File: src/rtl/usr_xfer_ctrl.sv
// Transfer sequencer for a universal shift register: load, shift req_len times, stream the serial bit.
// Optional feature: ROTATE_SHIFT_EN adds req_rot (the outgoing bit is fed back into the vacated end).
//
// state | meaning
// IDLE  | waiting for a request, mode 00
// LOAD  | parallel load of captured word, mode 11
// SHIFT | shifting count more times, stall freezes
// DONE  | one-cycle completion pulse
module usr_xfer_ctrl #(
  parameter int WIDTH = 4,
  parameter int CNT_W = 3
) (
  input  logic             clk,
  input  logic             rst,
  input  logic             req_valid,
  output logic             req_ready,
  input  logic             req_dir,
  input  logic [CNT_W-1:0] req_len,
  input  logic [WIDTH-1:0] req_data,
`ifdef ROTATE_SHIFT_EN
  input  logic             req_rot,
`endif
  input  logic             stall,
  input  logic             ser_in,
  output logic             ser_out,
  output logic             ser_valid,
  output logic             busy,
  output logic             done,
  output logic             usr_s1,
  output logic             usr_s0,
  output logic [WIDTH-1:0] usr_data_in,
  output logic             usr_msb_in,
  output logic             usr_lsb_in,
  input  logic             usr_msb_out,
  input  logic             usr_lsb_out
);

  typedef enum logic [1:0] {IDLE, LOAD, SHIFT, DONE} state_t;

  state_t           state;
  logic [CNT_W-1:0] count;
  logic [CNT_W-1:0] len_q;
  logic [WIDTH-1:0] data_q;
  logic             dir_q;
  logic             rot_q;
  logic [CNT_W-1:0] len_clamped;
  logic             rot_req;
  logic             fill_bit;

  assign len_clamped = (req_len > CNT_W'(WIDTH)) ? CNT_W'(WIDTH) : req_len;

`ifdef ROTATE_SHIFT_EN
  assign rot_req = req_rot;
`else
  assign rot_req = 1'b0;
`endif

  always_ff @(posedge clk or negedge rst) begin
    if (!rst) begin
      state  <= IDLE;
      count  <= '0;
      len_q  <= '0;
      data_q <= '0;
      dir_q  <= 1'b0;
      rot_q  <= 1'b0;
    end else begin
      case (state)
        IDLE: begin
          if (req_valid) begin
            dir_q  <= req_dir;
            len_q  <= len_clamped;
            data_q <= req_data;
            rot_q  <= rot_req;
            state  <= LOAD;
          end
        end
        LOAD: begin
          count <= len_q;
          state <= (len_q == '0) ? DONE : SHIFT;
        end
        SHIFT: begin
          if (!stall) begin
            count <= count - 1'b1;
            if (count == CNT_W'(1)) state <= DONE;
          end
        end
        default: state <= IDLE;
      endcase
    end
  end

  // Rotation feeds the bit leaving the register back into the opposite end.
  assign fill_bit = rot_q ? (dir_q ? usr_msb_out : usr_lsb_out) : ser_in;

  always_comb begin
    req_ready   = (state == IDLE);
    busy        = (state != IDLE);
    done        = (state == DONE);
    ser_valid   = 1'b0;
    ser_out     = 1'b0;
    usr_s1      = 1'b0;
    usr_s0      = 1'b0;
    usr_data_in = data_q;
    usr_msb_in  = 1'b0;
    usr_lsb_in  = 1'b0;
    case (state)
      LOAD: begin
        usr_s1 = 1'b1;
        usr_s0 = 1'b1;
      end
      SHIFT: begin
        usr_msb_in = dir_q ? 1'b0 : fill_bit;
        usr_lsb_in = dir_q ? fill_bit : 1'b0;
        if (!stall) begin
          ser_valid = 1'b1;
          ser_out   = dir_q ? usr_msb_out : usr_lsb_out;
          usr_s1    = dir_q;
          usr_s0    = !dir_q;
        end
      end
      default: ;
    endcase
  end

endmodule

File: config.mk
export PLATFORM = sky130hd
export DESIGN_NAME = usr_xfer_ctrl
export DESIGN_NICKNAME = d
export VERILOG_FILES = /design/src/rtl/usr_xfer_ctrl.sv
export SDC_FILE = /design/constraint.sdc
export NUM_CORES = 1
export LEC_CHECK = 0
export BUFFER_PORTS_ARGS = -buffer_cell sky130_fd_sc_hd__buf_2
export CAP_MARGIN = 20
export CORE_MARGIN = 4
export CORE_UTILIZATION = 33
export DETAILED_ROUTE_END_ITERATION = 6
export GPL_ROUTABILITY_DRIVEN = 0
export SLEW_MARGIN = 20
export SYNTH_ARGS = -nofsm -noshare
export SYNTH_HDL_FRONTEND = slang
export SYNTH_SLANG_ARGS = --single-unit
File: constraint.sdc
create_clock -name clk -period 1.5 [get_ports clk]
set_clock_uncertainty 0.15 [all_clocks]
set_input_delay 0.3 -clock clk [delete_from_list [all_inputs] [get_ports clk]]
set_output_delay 0.3 -clock clk [all_outputs]
set_load 0.02 [all_outputs]
==> results, run 1 <==
- The kind of end point of the critical path is an output port.
- Measured along the y axis, the die boundary spans 55.5 um.
- The maximum operating frequency is 535 MHz.
- The later pin in the worst-skew pair is clocked with a latency of 0.27 ns.
- The setup check on the worst reg-to-reg path leaves a slack of -0.20 ns.
- The dominant combinational cell family by area after synthesis is multiplexers.
- The fraction of the mapped netlist area in simple logic gates is 0.135.
- The sink count of the clock tree is 13.
- The root buffer cell is sky130_fd_sc_hd__clkbuf_4.
- The busiest layer in global routing is met2.
- The flow ran to the end, but the final reports show violations.
- For this run, the total global-route usage over all layers was measured as 0.132.
- Of the post-synthesis cell area, the dominant cell type holds 0.438.
- The number of search-and-repair iterations in the first detailed-routing pass is 3.
- During synthesis, Yosys emitted a total of 0 warnings.
- After synthesis, the netlist uses 24 different library cells.
- Using the TritonRoute via totals, the vias-per-cell ratio works out to 4.78.
- After detailed routing, the total wire length is 1910 um.
- By area the synthesized netlist is led by sky130_fd_sc_hd__dfrtp_1, sky130_fd_sc_hd__mux2_2, sky130_fd_sc_hd__ha_1.
- In this run the static leakage power is 0.604 nW.
- The placed wire-length estimate is 1410 um.
- Across the run, the number of max-cap violations was 0.
- For the worst setup path, the data required time is 1.05 ns.
- After detailed routing, the number of remaining DRC violations is 0.
- The most area-hungry cell type in the Yosys netlist is sky130_fd_sc_hd__dfrtp_1.
- The average cell area after synthesis is 10.8 um^2.
- Detailed routing inserted a total of 689 vias.
- The starting density of the core is 0.364.
- The number of buffers added by the clock tree synthesis step is 3.
- The pin slew with the least headroom to its limit is 0.268 ns.
- The met3 track demand over resource in global routing is 0.0256.
- The launch instance of the worst min-delay path is req_data[0].
- The type of the worst min-delay path is primary input to register.
- From synthesis to final layout, the design area changed by 65.7%.
- The final worst setup slack is -0.368 ns.
- The class of the most critical setup path is register to output port.
- Synthesis inferred 13 register bits.
- Entering global routing, the biggest net connects 14 pins.
- The clock edge transition at the registers on the reported setup and hold paths is 0.08 ns.
- Of the post-synthesis cell area, the part taken by muxes is 0.135.
- The terminating pin of the worst hold path is usr_data_in[0].
- The post-route minimum period is 1.87 ns.
- Port buffering added 27 buffers.
- The floorplan has 16 rows.
- The number of endpoints with negative hold slack in the final report is 0.
- The slowest stage of the critical path belongs to the cell sky130_fd_sc_hd__dfrtp_2.
- Measured along the x axis, the die boundary spans 55.5 um.
- Setup violations remaining at the end of the flow were counted as 14.
- The number of max-slew violations in the final report is 0.
- The kind of start point of the critical path is a register.
- In this run the remaining antenna-violating nets after routing total 0.
- The CTS tree is done.
- CTS built an H-tree with a depth of 1.
- In the finished design, the share of the clock period the worst path needs comes to 1.25.
- In the final design database the tool counted 140 nets.
- The worst reg-to-reg path cell count is 7.
- The fraction of layout cells with a size suffix above 1 is 0.667.
- The count of cells in the finished layout, fillers not included, comes to 144.
- In this run the worst path has a maximum fanout of 4.
- The compound-cell area share of the yosys netlist is 0.106.
- The total overflow left after global routing is 0.
- Setup repair after global routing could not meet its margin everywhere.
- The number of antenna violations at the first check in global routing is 0.
- The global-route wire length before repair is 3270 um.
- Measured against its own limit, the worst slew margin works out to 0.816.
- Traced cell by cell, the critical path runs through inv_2, ha_4, nand2b_4, inv_2, a21oi_2, nor2b_2, buf_6.
- The endpoint of the lowest-slack register-to-register path is state[1].
- For this block, the initial DRC count from the detailed router was 3.
- The number of standard cells after synthesis is 69.
- In this run the standard cell core region covers 2040 um^2.
- The number of buffers between clock root and the deepest sink is 2.
- Dividing total power by cell area gives a power density of 2300 nW/um^2.
- The met2 capacity usage during global routing is 0.231.
- The met1 usage is 0.153.
- The final reports fail on negative setup slack.
- The synthesized-area fraction occupied by xor and xnor cells is 0.0236.
- The library cell appearing most often on the critical path is sky130_fd_sc_hd__inv_2.
- The largest stage delay on the critical path is 0.44 ns.
- The average detailed-routed wire length per instance is 13.2 um.
- After detailed placement, the design holds a cell count of 135.
- Of the total synthesized cell area, the portion taken by full adders, half adders and majority gates is 0.118.
- The worst supply voltage drop on vdd is 0.00109 V.
- The number of global-route vias before repair is 733.
- In this run the count of I/O pins placed on the die edge is 28.
- The mapped netlist covers 743 um^2.
- The floorplan die area is 3080 um^2.
- The number of cells on the worst hold path is 2.
- For this run, the register share of the synthesized area comes to 0.438.
- The completed layout was analyzed and its total power is 2.83 mW.
- Counting every net in the synthesized netlist gives 91.
- At the worst endpoint, the arrival time is 1.42 ns.
- The number of diodes is 0.
- The start of the worst register-to-register path is state[0].
[per-layer routing]
metal	share of wire	wire (um)	up-vias
met2	0.49	940	27
met5	0	0	-
met3	0.067	128	2
met4	0.0068	13	0
li1	-	-	331
met1	0.43	823	329
[final cells by class]
class	instances	area (um^2)
well taps	27	33.8
multi-input cells	48	473
repair buffers	45	342
fillers	186	811
clock buffers	4	26.3
inverters	7	28.8
flip-flops and latches	13	328
[Yosys cell counts]
cell type	count
sky130_fd_sc_hd__a221oi_1	1
sky130_fd_sc_hd__nor3b_1	2
sky130_fd_sc_hd__buf_4	1
sky130_fd_sc_hd__nor2b_1	2
sky130_fd_sc_hd__and3_1	1
sky130_fd_sc_hd__or4b_1	1
sky130_fd_sc_hd__dfrtp_1	13
sky130_fd_sc_hd__inv_1	7
sky130_fd_sc_hd__a21oi_1	4
sky130_fd_sc_hd__a211oi_1	1
sky130_fd_sc_hd__mux2i_1	1
sky130_fd_sc_hd__and2b_1	1
sky130_fd_sc_hd__o21a_1	1
sky130_fd_sc_hd__xor2_1	1
sky130_fd_sc_hd__o211a_1	1
sky130_fd_sc_hd__nor2_1	3
sky130_fd_sc_hd__mux2_2	8
sky130_fd_sc_hd__ha_1	7
sky130_fd_sc_hd__a31oi_1	1
sky130_fd_sc_hd__xnor2_1	1
sky130_fd_sc_hd__nand2b_1	3
sky130_fd_sc_hd__o22a_1	1
sky130_fd_sc_hd__nand2_1	5
sky130_fd_sc_hd__o21ai_0	2
[cells by family after synthesis]
| family | Yosys count |
|---|---|
| AOI/OAI and AO/OA | 12 |
| xor gates and xnor gates | 2 |
| adders and majority gates | 7 |
| buffers and inverters | 8 |
| DFF | 13 |
| muxes | 9 |
| and+or+nand+nor | 18 |
[critical path, delay by kind of cell, from the launching register on]
kind            cells  cell delay (ns)
buf+inv             3             0.28
fa+ha+maj           1             0.17
compound gates      1             0.05
simple gates        2             0.20
flops               1             0.44
[cell usage in the layout (no fill, tap or decap), drive strengths merged]
cell | netlist | final
inv | 7 | 7
nor3b | 2 | 2
mux2 | 8 | 8
and2b | 1 | 1
buf | 1 | 44
o211a | 1 | 1
o21ai | 2 | 2
o21a | 1 | 1
nand2b | 3 | 3
xor2 | 1 | 1
nor2b | 2 | 2
or4b | 1 | 1
clkbuf | 0 | 4
nor2 | 3 | 3
dlygate4sd3 | 0 | 1
ha | 7 | 7
a21oi | 4 | 4
a221oi | 1 | 1
a31oi | 1 | 1
a211oi | 1 | 1
mux2i | 1 | 1
dfrtp | 13 | 13
and3 | 1 | 1
o22a | 1 | 1
xnor2 | 1 | 1
nand2 | 5 | 5
[stage by stage]
stage | setup TNS (ns) | hold WS [ns] | cell area (um^2) | util | setup slack, ns
final | -3.10 | 0.101 | 1230 | 0.603 | -0.368
after floorplan | -0.490 | -0.146 | 773 | - | -0.182
after global placement | -0.622 | 0.0513 | 1030 | 0.504 | -0.124
after CTS | -3.45 | 0.0966 | 1180 | 0.580 | -0.387
after global routing | -4.00 | 0.0962 | 1230 | 0.603 | -0.451
after detailed placement | -1.22 | 0.0535 | 1030 | 0.504 | -0.182
[repair_timing]
item / CTS / global route
hold buffers: 1 / 0
endpoints found under the hold margin: 13 / 0
setup buffers: 3 / 2
gates resized for setup: 28 / 12
pin swaps: 4 / 3
endpoints found under the setup margin: 19 / 20
[power by group]
part / leakage [nW] / switching [mW] / total (mW) / internal (mW)
registers: 0.153 / 0.157 / 0.698 / 0.541
logic: 0.435 / 0.868 / 1.91 / 1.04
clock network: 0.0150 / 0.118 / 0.221 / 0.103
total: 0.604 / 1.14 / 2.83 / 1.69
[how the worst max path moves through the flow]
| stage | cells after the start | to | start |
|---|---|---|---|
| floorplan | 6 | state[0] | state[1] |
| global placement | 7 | usr_s1 | state[0] |
| detailed placement | 7 | usr_s1 | state[0] |
| CTS | 4 | usr_s1 | state[0] |
| global route | 7 | usr_s1 | state[0] |
| finish | 7 | usr_s1 | state[0] |
[sequential cells by signal, indices dropped and copies added (netlist names)]
name / flops
state: 2
len_q: 3
count: 3
usr_data_in: 4
dir_q: 1
Note: power is estimated with default switching activity, not from simulation.
==> run 2: changes to the inputs <==
--- a/config.mk
+++ b/config.mk
@@ -10,5 +10,6 @@
 export CORE_MARGIN = 4
-export CORE_UTILIZATION = 33
+export CORE_UTILIZATION = 42
 export DETAILED_ROUTE_END_ITERATION = 6
 export GPL_ROUTABILITY_DRIVEN = 0
+export PLACE_DENSITY = 0.73
 export SLEW_MARGIN = 20
==> constraint.sdc (replaced) <==
create_clock -name clk -period 1.5 [get_ports clk]
set_clock_uncertainty 0.15 [all_clocks]
set_input_delay 0.15 -clock clk [delete_from_list [all_inputs] [get_ports clk]]
set_output_delay 0.15 -clock clk [all_outputs]
set_load 0.02 [all_outputs]
==> results, run 2 (synthesis results as in run 1) <==
- Unrepaired setup endpoints after global routing: yes (unchanged).
- The global routing usage summed across all routing layers is 0.182 (was 0.132).
- The sum of overflow across all layers after global routing came to 0 (unchanged).
- The largest stage delay on the critical path is 0.41 ns (was 0.44 ns).
- The count of nets left with antenna violations after detail routing is 0 (unchanged).
- Run status: complete, but fails checks (unchanged).
- The number of flip-flops in the largest register came to 4 (unchanged).
- The final setup violation count is 14 (unchanged).
- The final cell utilization of the core is 0.844 (was 0.603).
- The I/O pin count is 28 (unchanged).
- The number of DRC violations after detailed routing came to 0 (unchanged).
- The commonest non-fill, non-tap cell in the layout is sky130_fd_sc_hd__buf_2 (unchanged).
- The slowest cell on the critical path is sky130_fd_sc_hd__dfrtp_1 (was sky130_fd_sc_hd__dfrtp_2).
- The share of the clock period used by the worst path came to 1.16 (was 1.25).
- The global-route wire length before repair is 3420 um (was 3270 um).
- The critical path data arrival time came to 1.44 ns (was 1.42 ns).
- The critical-path maximum fanout was 3 (was 4).
- The post-route minimum period came to 1.74 ns (was 1.87 ns).
- The number of non-filler instances in the completed layout is 147 (was 144).
- The number of search-and-repair iterations in the first detailed-routing pass came to 2 (was 3).
- The area of the core is 1590 um^2 (was 2040 um^2).
- The layout filler cell count is 89 (was 186).
- The final sum of negative setup slack is -1.69 ns (was -3.10 ns).
- The kind of end point of the critical path is an output port (unchanged).
- The port buffer count is 27 (unchanged).
- The clock edge transition at the registers on the reported setup and hold paths is 0.07 ns (was 0.08 ns).
- The sink count of the clock tree is 13 (unchanged).
- The total via count after detailed routing came to 719 (was 689).
- The worst slew margin relative to its limit came to 0.802 (was 0.816).
- The height of the chip is 50.1 um (was 55.5 um).
- The class of the most critical setup path was register to output port (unchanged).
- The CTS tree is done (unchanged).
- The pin slew with the least headroom to its limit is 0.296 ns (was 0.268 ns).
- Cell breakdown of the critical path: inv_2, buf_4, ha_4, inv_2, buf_4, buf_4 (was inv_2, ha_4, nand2b_4, inv_2, a21oi_2, nor2b_2, buf_6).
- Failing checks: negative setup slack (unchanged).
- The maximum operating frequency was 576 MHz (was 535 MHz).
- The final worst setup slack was -0.236 ns (was -0.368 ns).
- The kind of start point of the critical path is a register (unchanged).
- The floorplan die area is 2510 um^2 (was 3080 um^2).
- Most frequent cells in the layout: sky130_fd_sc_hd__buf_2, sky130_fd_sc_hd__buf_6, sky130_fd_sc_hd__dfrtp_1, sky130_fd_sc_hd__buf_4, sky130_fd_sc_hd__dlygate4sd3_1 (was sky130_fd_sc_hd__buf_2, sky130_fd_sc_hd__buf_6, sky130_fd_sc_hd__buf_4, sky130_fd_sc_hd__dfrtp_1, sky130_fd_sc_hd__mux2_2).
- The power density over the cells is 2210 nW/um^2 (was 2300 nW/um^2).
- The post-route standard cell area excluding fillers is 1350 um^2 (was 1230 um^2).
- The number of levels in the clock H-tree was 1 (unchanged).
- The initial detailed-routing violation count came to 3 (unchanged).
- The starting density of the core was 0.466 (was 0.364).
- The number of buffers added by the clock tree synthesis step was 3 (unchanged).
- The total routed wirelength was 2200 um (was 1910 um).
- The endpoint required time on the critical path was 1.20 ns (was 1.05 ns).
- The fraction of layout cells with a size suffix above 1 is 0.610 (was 0.667).
- The number of diodes is 0 (unchanged).
- The number of max-slew violations in the final report is 0 (unchanged).
- The placed wire-length estimate is 1350 um (was 1410 um).
- The root buffer cell is sky130_fd_sc_hd__clkbuf_4 (unchanged).
- The number of endpoints with negative hold slack in the final report was 0 (unchanged).
- The number of buffers between clock root and the deepest sink is 2 (unchanged).
- The leakage dissipation was 0.631 nW (was 0.604 nW).
- The floorplan die width was 50.1 um (was 55.5 um).
- The type of the worst min-delay path is primary input to register (unchanged).
- The number of antenna violations at the first check in global routing is 0 (unchanged).
- The insertion delay of the later-clocked pin in the worst-skew pair is 0.27 ns (about the same).
- The number of vias per cell after detailed routing is 4.89 (was 4.78).
- The signed area change from the synthesized netlist to the final layout is 81.0% (was 65.7%).
- The pre-CTS setup slack is -0.157 ns (was -0.182 ns).
- The number of global-route vias before repair came to 773 (was 733).
- The number of placement rows is 14 (was 16).
- The total placed cells including tap cells is 127 (was 135).
- The average detailed-routed wire length per instance is 15.0 um (was 13.2 um).
- The max capacitance violation total was 0 (unchanged).
- The instance area after placement was 971 um^2 (was 1030 um^2).
- The maximum number of pins on one net before global-route repair is 14 (unchanged).
- The library cell appearing most often on the critical path is sky130_fd_sc_hd__buf_4 (was sky130_fd_sc_hd__inv_2).
- The number of nets in the finished design is 146 (was 140).
- The worst supply voltage drop on vdd is 0.00156 V (was 0.00109 V).
[run 2: critical path: cells and delay by family (launching register included)]
kind,cells,cell delay (ns)
buf+inv,5,0.57
fa+ha+maj,1,0.18
flops,1,0.41
[run 2: worst paths after layout]
check                               startpoint  cells after the start        endpoint  slack (ns)
worst max-delay path                  state[0]                      6            busy       -0.24
worst min-delay path                 req_valid                      3        len_q[1]        0.10
worst max register to register        state[0]                      6        state[0]       -0.18
worst min register to register  usr_data_in[2]                      1  usr_data_in[2]        0.35
max in group asynchronous                  rst                      2           dir_q        0.81
min in group asynchronous                  rst                      2  usr_data_in[1]        0.15
[run 2: stage by stage]
stage | power [mW] | hold WS [ns]
after floorplan | 1.56 | -0.296
after global placement | 1.96 | -0.0998
after detailed placement | 2.05 | -0.0998
after CTS | 2.67 | 0.0895
after global routing | 3.17 | 0.0953
final | 2.97 | 0.103
[run 2: repair_timing]
action | CTS | global route
buffers inserted | 6 | 1
gates resized for setup | 30 | 20
setup endpoints to repair | 16 | 14
cloned | 0 | 0
endpoints found under the hold margin | 21 | 0
hold buffers | 9 | 0
pin swaps | 6 | 2
[run 2: area by class of cell]
type	instances	area, um^2	share of cell area
inverter	7	28.8	0.0214
sequential	13	327	0.243
timing repair buffer	51	409	0.304
clock buffer	4	26.3	0.0195
tap	24	30.0	0.0223
multi-input combinational	48	524	0.390
[run 2: power by group]
part | total [mW] | leakage (nW) | internal (mW) | switching (mW)
Combinational | 2.05 | 0.462 | 1.08 | 0.971
Clock | 0.207 | 0.0150 | 0.103 | 0.104
Sequential | 0.714 | 0.154 | 0.538 | 0.175
Total | 2.97 | 0.631 | 1.72 | 1.25
[run 2: routing by layer]
layer	track usage	up-vias	wire length (um)
li1	-	344	-
met1	0.196	337	840
met2	0.333	32	1180
met3	0.0452	6	129
met4	0.0691	0	52
met5	0	-	0
==> run 3: changes to the inputs <==
- ABC_AREA: not set -> 1
- PLACE_DENSITY: 0.73 -> 0.72
==> results, run 3 <==
- The signed area change from the synthesized netlist to the final layout came to 61.5% (was 81.0%).
- Top cell types by occurrence after synthesis: sky130_fd_sc_hd__nand2_1, sky130_fd_sc_hd__inv_1, sky130_fd_sc_hd__dfrtp_1 (was sky130_fd_sc_hd__dfrtp_1, sky130_fd_sc_hd__mux2_2, sky130_fd_sc_hd__ha_1, sky130_fd_sc_hd__inv_1, sky130_fd_sc_hd__nand2_1).
- The commonest non-fill, non-tap cell in the layout is sky130_fd_sc_hd__buf_2 (unchanged).
- The count of nets left with antenna violations after detail routing is 0 (unchanged).
- The average detailed-routed wire length per instance is 13.1 um (was 15.0 um).
- The class of the most critical setup path is register to output port (unchanged).
- The instance area after placement is 986 um^2 (was 971 um^2).
- The number of register bits inferred by synthesis is 13 (unchanged).
- The power share of the combinational group was 0.658 (was 0.690).
- The area of the core came to 1730 um^2 (was 1590 um^2).
- The fraction of layout cells with a size suffix above 1 was 0.489 (was 0.610).
- The worst reg-to-reg path cell count is 7 (was 6).
- The count of different cell masters after synthesis is 18 (was 24).
- The initial detailed-routing violation count came to 10 (was 3).
- The number of antenna violations at the first check in global routing is 0 (unchanged).
- The async set-or-reset flop fraction in the synthesized netlist is 1.00 (unchanged).
- The number of DRC violations after detailed routing is 0 (unchanged).
- The critical path data arrival time is 1.41 ns (was 1.44 ns).
- The top cell type's share of synthesized area came to 0.426 (was 0.438).
- The number of flip-flops in the largest register is 4 (unchanged).
- The number of endpoints with negative hold slack in the final report is 0 (unchanged).
- The fraction of power spent switching nets is 0.464 (was 0.421).
- The height of the chip is 50.6 um (was 50.1 um).
- The number of diodes came to 0 (unchanged).
- The number of global-route vias before repair was 803 (was 773).
- The I/O pin count came to 28 (unchanged).
- The start of the worst register-to-register path is state[1] (was state[0]).
- The clock network power share is 0.085 (was 0.070).
- The placed wire-length estimate came to 1430 um (was 1350 um).
- The total via count after detailed routing came to 791 (was 719).
- The post-route standard cell area excluding fillers is 1230 um^2 (was 1350 um^2).
- Dominant cells by area after synthesis: sky130_fd_sc_hd__dfrtp_1, sky130_fd_sc_hd__ha_1, sky130_fd_sc_hd__nand2_1 (was sky130_fd_sc_hd__dfrtp_1, sky130_fd_sc_hd__mux2_2, sky130_fd_sc_hd__ha_1).
- The sink count of the clock tree came to 13 (unchanged).
- Failing checks: negative setup slack (unchanged).
- The worst setup path startpoint is state[0] (unchanged).
- The final worst setup slack came to -0.212 ns (was -0.236 ns).
- The post-synth net total is 111 (was 91).
- The number of levels in the clock H-tree is 1 (unchanged).
- The most area-hungry cell type in the Yosys netlist was sky130_fd_sc_hd__dfrtp_1 (unchanged).
- The final sum of negative setup slack came to -1.28 ns (was -1.69 ns).
- The clock edge transition at the registers on the reported setup and hold paths came to 0.07 ns (about the same).
- The post-route minimum period is 1.71 ns (was 1.74 ns).
- The floorplan die area was 2560 um^2 (was 2510 um^2).
- The global routing usage summed across all routing layers was 0.176 (was 0.182).
- The floorplan die width was 50.6 um (was 50.1 um).
- The maximum operating frequency is 584 MHz (was 576 MHz).
- The power density over the cells is 2070 nW/um^2 (was 2210 nW/um^2).
- The sequential power share is 0.257 (was 0.240).
- The number of enable flip-flop cells after synthesis is 0 (unchanged).
- The total routed wirelength is 2150 um (was 2200 um).
- The worst supply voltage drop on vdd is 0.00123 V (was 0.00156 V).
- The switching power of the nets is 1.18 mW (was 1.25 mW).
- The part of the Yosys area used for sequential elements is 0.426 (was 0.438).
- The slack of the worst reg-to-reg path is -0.02 ns (was -0.18 ns).
- The global-route wire length before repair is 3370 um (was 3420 um).
- The endpoint required time on the critical path was 1.20 ns (about the same).
- The number of buffers between clock root and the deepest sink is 2 (unchanged).
- The kind of end point of the critical path is an output port (unchanged).
- The number of search-and-repair iterations in the first detailed-routing pass is 4 (was 2).
- The number of buffers added by the clock tree synthesis step is 3 (unchanged).
- The maximum number of pins on one net before global-route repair was 14 (unchanged).
- The root buffer cell is sky130_fd_sc_hd__clkbuf_4 (unchanged).
- The sum of overflow across all layers after global routing is 0 (unchanged).
- The terminating pin of the worst hold path is len_q[2] (was len_q[1]).
- The layout filler cell count is 145 (was 89).
- The final setup violation count is 16 (was 14).
- The netlist area before placement is 763 um^2 (was 743 um^2).
- The most common cell in the synthesized netlist is sky130_fd_sc_hd__nand2_1 (was sky130_fd_sc_hd__dfrtp_1).
- The leakage dissipation is 0.640 nW (was 0.631 nW).
- The max capacitance violation total is 0 (unchanged).
- The number of max-slew violations in the final report is 0 (unchanged).
- The average cell area after synthesis was 8.58 um^2 (was 10.8 um^2).
- The port buffer count is 27 (unchanged).
- The worst slew margin relative to its limit was 0.807 (was 0.802).
- Most frequent cells in the layout: sky130_fd_sc_hd__buf_2, sky130_fd_sc_hd__nand2_1, sky130_fd_sc_hd__dfrtp_1, sky130_fd_sc_hd__buf_4, sky130_fd_sc_hd__inv_1 (was sky130_fd_sc_hd__buf_2, sky130_fd_sc_hd__buf_6, sky130_fd_sc_hd__dfrtp_1, sky130_fd_sc_hd__buf_4, sky130_fd_sc_hd__dlygate4sd3_1).
- The internal cell power is 1.37 mW (was 1.72 mW).
- The launch instance of the worst min-delay path is req_valid (unchanged).
- The starting density of the core is 0.442 (was 0.466).
- The type of the worst min-delay path is primary input to register (unchanged).
- The endpoint of the lowest-slack register-to-register path is state[0] (unchanged).
- The number of warnings printed during yosys synthesis came to 0 (unchanged).
- The number of vias per cell after detailed routing is 4.82 (was 4.89).
- The pre-CTS setup slack came to -0.0908 ns (was -0.157 ns).
- The number of cells on the worst hold path was 3 (unchanged).
- The number of placement rows came to 15 (was 14).
- The most instantiated flip-flop cell in the synthesis netlist is sky130_fd_sc_hd__dfrtp_1 (unchanged).
- The share of the clock period used by the worst path is 1.14 (was 1.16).
- Unrepaired setup endpoints after global routing: yes (unchanged).
- Run status: complete, but fails checks (unchanged).
- The number of standard cells after synthesis is 89 (was 69).
- The critical-path maximum fanout was 5 (was 3).
- The kind of start point of the critical path is a register (unchanged).
- The CTS tree is done (unchanged).
- The insertion delay of the later-clocked pin in the worst-skew pair was 0.28 ns (was 0.27 ns).
- The pin slew with the least headroom to its limit is 0.290 ns (was 0.296 ns).
- The number of nets in the finished design is 162 (was 146).
## run 3: cells by family after synthesis
| family | after synthesis | synth area share |
|---|---|---|
| AO/OA/AOI/OAI | 14 | 0.113 |
| multiplexers | 4 | 0.0590 |
| flip-flops | 13 | 0.426 |
| adder cells (fa/ha/maj) | 7 | 0.115 |
| AND/OR/NAND/NOR | 34 | 0.193 |
| buffers and inverters | 17 | 0.0934 |
## run 3: power by group through the flow
stage          Sequential, mW  Combinational (mW)  Clock [mW]
5_1_grt                 0.673                1.84       0.253
6_report                0.656                1.68       0.217
4_1_cts                 0.645                1.52       0.228
3_3_place_gp            0.629                1.28           0
3_5_place_dp            0.644                1.33           0
2_1_floorplan           0.701               0.859           0
## run 3: per-stage QoR
stage	cells	util	hold slack (ns)	total power [mW]
CTS	161	0.678	0.0466	2.39
floorplan	89	-	-0.296	1.56
global placement	145	0.571	-0.0985	1.91
global route	164	0.714	0.0522	2.76
finish	164	0.714	0.0597	2.55
detailed placement	145	0.571	-0.0965	1.98
## run 3: repair_timing
item                       in CTS  in global routing
setup endpoints to repair      10                 19
hold buffers                    9                  0
cloned                          0                  0
pin swaps                       3                  8
gates resized for setup        17                 13
buffers inserted                3                  3
hold endpoints to repair       21                  0
## run 3: worst max path at each step
stage | slack [ns] | cells past startpoint | to
global placement | -0.009 | 7 | usr_s1
CTS | -0.20 | 7 | usr_s0
floorplan | -0.04 | 4 | usr_data_in[0]
detailed placement | -0.09 | 7 | usr_s1
global route | -0.32 | 7 | usr_s0
finish | -0.21 | 7 | usr_s0
## run 3: worst max-delay path: stages (launching register included)
cell and delay [ns]:
sky130_fd_sc_hd__dfrtp_1 0.39, sky130_fd_sc_hd__inv_2 0.09, sky130_fd_sc_hd__ha_4 0.17, sky130_fd_sc_hd__nand2_4 0.07, sky130_fd_sc_hd__inv_6 0.07, sky130_fd_sc_hd__nand2_2 0.05, sky130_fd_sc_hd__a21oi_2 0.15, sky130_fd_sc_hd__buf_6 0.14
## run 3: layout make-up
type | count | area (um^2) | share of cell area
multi-input cells | 59 | 435 | 0.353
repair buffers | 47 | 348 | 0.282
flip-flops and latches | 13 | 327 | 0.265
inverters | 16 | 65.1 | 0.0528
well taps | 25 | 31.3 | 0.0254
clock buffers | 4 | 26.3 | 0.0213
## run 3: per-layer routing
metal  wire length (um)  track usage  vias to the layer above
li1                   -            -                      379
met3                113       0.0653                        8
met2               1170        0.304                       27
met1                804        0.180                      377
met5                  0            0                        -
met4                 57        0.103                        0
